## src/rtl/sync_fifo_param.sv

```systemverilog
// sync_fifo_param: single-clock FIFO with configurable width/depth,
// registered count-derived flags, read-valid strobe, sticky error flags
// and synchronous flush.
module sync_fifo_param #(
    parameter int DATA_W    = 8,
    parameter int ADDR_W    = 8,
    parameter int AFULL_TH  = (1 << ADDR_W) - 2,
    parameter int AEMPTY_TH = 2
) (
    input  logic              clk,
    input  logic              rst,
    input  logic              flush,
    input  logic              clr_err,
    input  logic              wr_en,
    input  logic [DATA_W-1:0] din,
    input  logic              rd_en,
    output logic [DATA_W-1:0] dout,
    output logic              dout_valid,
    output logic [ADDR_W:0]   count,
    output logic              empty,
    output logic              full,
    output logic              almost_empty,
    output logic              almost_full,
    output logic              overflow,
    output logic              underflow
);

    localparam int DEPTH = 1 << ADDR_W;
    localparam logic [ADDR_W:0]   DEPTH_C  = {1'b1, {ADDR_W{1'b0}}};
    localparam logic [ADDR_W:0]   AFULL_C  = AFULL_TH[ADDR_W:0];
    localparam logic [ADDR_W:0]   AEMPTY_C = AEMPTY_TH[ADDR_W:0];
    localparam logic [ADDR_W:0]   CNT_ONE  = {{ADDR_W{1'b0}}, 1'b1};
    localparam logic [ADDR_W-1:0] PTR_ONE  = {{(ADDR_W-1){1'b0}}, 1'b1};

    logic [DATA_W-1:0] mem [DEPTH];

    logic [ADDR_W-1:0] wr_ptr_q, wr_ptr_d;
    logic [ADDR_W-1:0] rd_ptr_q, rd_ptr_d;
    logic [ADDR_W:0]   count_q, count_d;
    logic [DATA_W-1:0] dout_q, dout_d;
    logic              dout_valid_q, dout_valid_d;
    logic              empty_q, empty_d;
    logic              full_q, full_d;
    logic              aempty_q, aempty_d;
    logic              afull_q, afull_d;
    logic              ovf_q, ovf_d;
    logic              unf_q, unf_d;
    logic              rd_ok, wr_ok, mem_we;

    // Accept decisions, next pointers/count, and flags derived from next count
    always_comb begin
        rd_ok        = rd_en && !empty_q;
        // A full FIFO still takes a write when a read frees a slot this edge
        wr_ok        = wr_en && (!full_q || rd_ok);
        mem_we       = 1'b0;
        wr_ptr_d     = wr_ptr_q;
        rd_ptr_d     = rd_ptr_q;
        count_d      = count_q;
        dout_d       = dout_q;
        dout_valid_d = 1'b0;
        ovf_d        = ovf_q && !clr_err;
        unf_d        = unf_q && !clr_err;

        if (flush) begin
            wr_ptr_d = '0;
            rd_ptr_d = '0;
            count_d  = '0;
            ovf_d    = 1'b0;
            unf_d    = 1'b0;
        end else begin
            if (wr_ok) begin
                mem_we   = 1'b1;
                wr_ptr_d = wr_ptr_q + PTR_ONE;
            end
            if (rd_ok) begin
                dout_d       = mem[rd_ptr_q];
                dout_valid_d = 1'b1;
                rd_ptr_d     = rd_ptr_q + PTR_ONE;
            end
            if (wr_ok && !rd_ok)
                count_d = count_q + CNT_ONE;
            else if (rd_ok && !wr_ok)
                count_d = count_q - CNT_ONE;
            // A new error in the clear cycle wins over clr_err
            if (wr_en && !wr_ok) ovf_d = 1'b1;
            if (rd_en && !rd_ok) unf_d = 1'b1;
        end

        empty_d  = (count_d == '0);
        full_d   = (count_d == DEPTH_C);
        aempty_d = (count_d <= AEMPTY_C);
        afull_d  = (count_d >= AFULL_C);
    end

    // Storage array; not reset, contents are only meaningful behind count
    always_ff @(posedge clk) begin
        if (mem_we) mem[wr_ptr_q] <= din;
    end

    // Control and output registers
    always_ff @(posedge clk or posedge rst) begin
        if (rst) begin
            wr_ptr_q     <= '0;
            rd_ptr_q     <= '0;
            count_q      <= '0;
            dout_q       <= '0;
            dout_valid_q <= 1'b0;
            empty_q      <= 1'b1;
            full_q       <= 1'b0;
            aempty_q     <= 1'b1;
            afull_q      <= 1'b0;
            ovf_q        <= 1'b0;
            unf_q        <= 1'b0;
        end else begin
            wr_ptr_q     <= wr_ptr_d;
            rd_ptr_q     <= rd_ptr_d;
            count_q      <= count_d;
            dout_q       <= dout_d;
            dout_valid_q <= dout_valid_d;
            empty_q      <= empty_d;
            full_q       <= full_d;
            aempty_q     <= aempty_d;
            afull_q      <= afull_d;
            ovf_q        <= ovf_d;
            unf_q        <= unf_d;
        end
    end

    assign dout         = dout_q;
    assign dout_valid   = dout_valid_q;
    assign count        = count_q;
    assign empty        = empty_q;
    assign full         = full_q;
    assign almost_empty = aempty_q;
    assign almost_full  = afull_q;
    assign overflow     = ovf_q;
    assign underflow    = unf_q;

endmodule

```

## config.mk

```make
export PLATFORM = sky130hd
export DESIGN_NAME = sync_fifo_param
export DESIGN_NICKNAME = d
export VERILOG_FILES = /design/src/rtl/sync_fifo_param.sv
export SDC_FILE = /design/constraint.sdc
export NUM_CORES = 2
export LEC_CHECK = 0
export ABC_CLOCK_PERIOD_IN_PS = 3500
export CAP_MARGIN = 15
export CORE_MARGIN = 2
export CORE_UTILIZATION = 45
export CTS_CLUSTER_DIAMETER = 80
export DETAILED_ROUTE_END_ITERATION = 12
export PLACE_DENSITY = 0.68
export SYNTH_ARGS = -nofsm -noshare
export SYNTH_HDL_FRONTEND = slang
export SYNTH_SLANG_ARGS = --single-unit
```

## constraint.sdc

```tcl
create_clock -name clk -period 3.5 [get_ports clk]
set_input_delay 0.7 -clock clk [delete_from_list [all_inputs] [get_ports clk]]
set_output_delay 0.7 -clock clk [all_outputs]
set_load 0.02 [all_outputs]
```

# After elaboration in Yosys (flattened, before gate mapping)
# Memory sizes are Yosys's and may differ from the RTL's. A register that Yosys moved wholly into a read port is not among the register bits.
# Cells that the tools add are included.
word_totals:
  ff_bits: 32
  ramBits: 2048
  elab_cells: 54
  mem_bits_ro: 0
  n_memories: 1
  latch_bits: 0
classes:
  n_lt_le_gt_ge: 2
  eq_ne: 1
  bitwise_logic: 1
  shift: 0
  reduce_logical: 18
  n_mul: 0
  addsub: 4
  div_mod_pow: 0
  muxes: 17
memory_table:
  columns: ["name", "depth", "word_bits", "rd", "rd_clocked_by_memory_dff", "write_ports", "line_no", "text"]
  rows:
  - ["mem", 256, 8, 1, 1, 1, "35", "logic [DATA_W-1:0] mem [DEPTH];"]
op_table:
  columns: ["operator", "count"]
  rows:
  - ["8-bit 2-to-1 mux", 4]
  - ["9-bit 2-to-1 mux", 3]
  - ["8-bit by 1-bit adder with 8-bit output, second input constant", 2]
  - ["1-bit 2-to-1 mux", 10]
  - ["9-bit by 1-bit adder with 9-bit output, second input constant", 1]
  - ["9-bit == test, second input constant", 1]
  - ["9-bit by 8-bit greater-or-equal comparator with 1-bit output, second input constant", 1]
  - ["9-bit by 2-bit <= comparator with 1-bit output, second input constant", 1]
  - ["9-bit zero test", 1]
  - ["9-bit by 1-bit subtractor with 9-bit output, second input constant", 1]
  - ["1-bit logical AND", 8]
  - ["1-bit zero test", 5]
  - ["2-bit nonzero test", 2]
  - ["2-bit AND reduction", 1]
  - ["1-bit logical OR", 1]
  - ["1-bit inverter", 1]

# Longest topological paths before layout
logic_depth:
  word_depth: 10
  depth_mapped: 12
  depth_no_buf: 8

# Least setup slack after synthesis
# No wires, ideal clock.
synth_timing:
  kind: "input port to flip-flop"
  start: "in rd_en"
  end: "mem mem[222][0], enable pin"
  path_stages: 7
  path_slack_ps: 754
  t_arrival_ps: 2376
  path_buffers: 2
  path_cell_list: "nand2b_1 > buf_2 > a21boi_1 > and3_1 > nand3_1 > clkbuf_1 > nor2_1"
synth_via:
  elab_chain_cells: 7
synth_lines:
  columns: ["item", "line_no", "text"]
  rows:
  - ["from (decl)", "16", "input logic rd_en,"]
  - ["1-bit logical AND", "52", "rd_ok = rd_en && !empty_q;"]
  - ["1-bit logical OR", "54", "wr_ok = wr_en && (!full_q || rd_ok);"]
  - ["1-bit logical AND", "54", null]
  - ["1-bit 2-to-1 mux", "71", "if (wr_ok) begin"]
  - ["1-bit 2-to-1 mux", "64", "if (flush) begin"]
  - ["1-bit 2-to-1 mux", "97", "if (mem_we) mem[wr_ptr_q] <= din;"]
  - ["1-bit 2-to-1 mux (implied by the code)", "97", null]
  - ["to (decl)", "35", null]
# Every way passes these cells.

==> flow_metrics.tcl <==
set metrics [dict create \
    clk_latency_ns 0.85 \
    syn_area_per_cell_sq_um 20.98 \
    clockBufferDepth 3 \
    synthTopCellsByArea "edfxtp_1, mux4_2, mux2i_1" \
    layout.nets 4550 \
    relSlewSlack_pct 20.26 \
    wl_per_cell_microns 31.07 \
    drtPass1Iterations 8 \
    synth_compound_area_share_pct 2.956 \
    worstHoldPathType "in -> reg" \
    yosys_warnings 0 \
    gr-usage-all-layers_pct 23.65 \
    crit_family "simple AND/OR/NAND/NOR gates" \
    finalSetupViolations 0 \
    met3WireLength_microns 23920 \
    synthArstFlopShare_pct 1.916 \
    synthCells 3893 \
    synth_ff_type "edfxtp_1" \
    clk_pin_slew_worst_paths_ns 0.07 \
    nFillCells 13640 \
    die_h_microns 430.1 \
    skew_ns 0.05311 \
    synthSimpleGateAreaFrac_pct 3.044 \
    clockRootBuffer "clkbuf_16" \
    synth-xor-area-share_pct 0.1608 \
    critical_path.max_stage_delay_ns 0.91 \
    maxCapViolCount 0 \
    grt_max_degree 112 \
    synthToLayoutAreaGrowth_pct 17.18 \
    io_pins 38 \
    met2WireLength_microns 102200 \
    drt_wl_total_microns 219800 \
    ant_nets 0 \
    drc 0 \
    dr_total_vias 43060 \
    clock-sinks 2088 \
    fin_hold_ws_ns 0.3553 \
    synth-seq-cells 2088 \
    synth_nets 3914 \
    period_minus_slack_ns 3.416 \
    power_density_nw_per_um2 581.3 \
    synthMuxAreaShare_pct 15.38 \
    crit_path_top_delay_cell "nor2_1" \
    p_total_mw 55.65 \
    critPathLaunchType "register" \
    fmax_mhz 292.8 \
    grt_antenna_before_repair 4 \
    yosysSeqAreaShare_pct 76.52 \
    rows 156 \
    critPathKind "reg -> reg" \
    dp_hpwl_microns 143200 \
    synthAdderAreaFrac_pct 0.1072 \
    cp.required_ns 4.29 \
    worst-path-buf-inv 3 \
    yosysUniqueCellTypes 76 \
    design.die.area_sq_um 184900 \
    synth_top_family_by_area "multiplexers" \
    synth_top_area_cell "edfxtp_1" \
    path_common_cell "buf_4" \
    start_util_pct 45.24 \
    numCtsBuffers 202 \
    crit_path_cell_trace "inv_2, buf_4, buf_4, nor2_1, a22oi_1, nand2_1, a32o_1" \
    placed_cells 6694 \
    cts_setup_buffers 0 \
    ir_drop_uv 524.7 \
    yosysTopAreaCellShare_pct 75.29 \
    tightest_slew_ns 1.192 \
    finalHoldViolations 0 \
    dpl_cell_area_sq_um 89020 \
    synth_most_common_cell "edfxtp_1" \
    cts_tree "built" \
    fin_cells 7073 \
    design_area_sq_um 95720 \
    synthTopCellsByCount "edfxtp_1, mux4_2, nor2_1, mux2i_1, nand2_1" \
    port-buffer-count 37 \
    p_leak_nw 30.87 \
    core_sq_um 180500 \
    grt_remaining_overflow 0 \
    period_share_pct 97.59 \
    fp.dieW_microns 430.1 \
    slew_viol_final 0 \
    worstPathArrival_ns 4.21 \
    drtIter0Drc 5803 \
    crit_fanout 17 \
    gp_congestion 0.9108 \
    synth_edf_count 2048 \
    routed.top_layer "met5" \
    grt_pass1_vias 42570 \
    syn_area_sq_um 81690 \
    drt-met1-wl_microns 84210 \
    drive_above_1_share_pct 30.33 \
    cp-end-kind "register" \
    status "complete, no violations" \
    grt_first_pass_wirelength_microns 312500 \
    viasPerCell 6.088 \
    htreeDepth 4 \
    grt_setup_unrepaired "false" \
]
==> where the power goes <==
part,internal (mW),switching (mW),leakage (nW)
Sequential,27.5,0.210,18.9
Clock,12.4,9.41,3.23
Combinational,2.85,3.22,8.71
==> state kept, by name, indices dropped and copies added (netlist names) <==
signal,count
almost_full,1
empty,1
count,9
dout_valid,1
overflow,1
mem,2048
full,1
wr_ptr_q,8
underflow,1
almost_empty,1
dout,8
rd_ptr_q,8
==> area by class of cell <==
type,count,area [sq um],area share [%]
sequential,2088,62520,65.31
multi-input combinational,1559,17740,18.54
timing repair buffer,662,5753,6.010
clock buffer,236,5182,5.414
tap,2370,2965,3.098
clock inverter,137,1484,1.550
inverter,16,65.06,0.06797
antenna,5,12.51,0.01307
==> metal layers <==
metal | GRT usage [%] | vias to the layer above
li1 | - | 17530
met1 | 32.82 | 22590
met2 | 36.32 | 2492
met3 | 5.773 | 447
met4 | 9.270 | 2
met5 | 0 | -
==> logic make-up after synthesis <==
kind of cell	count (synthesis)
DFF	2088
muxes	638
and+or+nand+nor	562
AOI/OAI and AO/OA	337
buffers and inverters	246
xor gates and xnor gates	15
adders and majority gates	7
==> cells in the final DEF (no fill, tap or decap), types with 10 or more instances in the layout <==
cell / count
a221oi_1: 28
buf_12: 53
nand3_1: 30
clkinvlp_4: 10
a21oi_1: 64
a211oi_1: 12
nor2b_1: 13
inv_1: 12
mux4_2: 460
nor3_1: 17
nor2_1: 304
clkinv_2: 42
mux2i_1: 150
dfrtp_1: 32
buf_4: 571
clkinv_1: 46
edfxtp_1: 2048
bufinv_16: 24
o21ai_0: 38
clkbuf_1: 34
nand2_1: 111
clkbuf_16: 202
clkdlybuf4s50_1: 29
a22o_1: 16
and3_1: 10
a22oi_1: 63
o22ai_1: 26
mux4_1: 26
o221ai_1: 13
==> repair_timing <==
item | in CTS | in global routing
hold endpoints to repair | 0 | 0
hold buffers | 0 | 0
endpoints found under the setup margin | 2 | 0
resized for setup | 3 | 0
==> through the flow <==
step           setup TNS (ns)  worst slack (ns)  utilization, %
2_1_floorplan               0            0.7539               -
3_3_place_gp          -0.4080           -0.3997           49.30
3_5_place_dp          -0.3830           -0.3830           49.30
4_1_cts                     0           0.09242           53.01
5_1_grt                     0           0.01701           53.01
6_report                    0           0.08420           53.02
==> final timing paths <==
check                                              from                    end  slack (ns)  cells after the start
worst min register to register      underflow$_DFF_PP0_    underflow$_DFF_PP0_        0.53                      2
worst max register to register  rd_ptr_q[4]$_DFFE_PP0P_    dout[3]$_DFFE_PP0P_        0.08                      7
worst min-delay path                             din[7]  mem[192][7]$_DFFE_PP_        0.36                      1
min in group asynchronous                           rst     overflow$_DFF_PP0_        0.38                      2
worst max-delay path            rd_ptr_q[4]$_DFFE_PP0P_    dout[3]$_DFFE_PP0P_        0.08                      7
max in group asynchronous                           rst        empty$_DFF_PP1_        2.29                      3
Power figures use the tool's default switching activity.
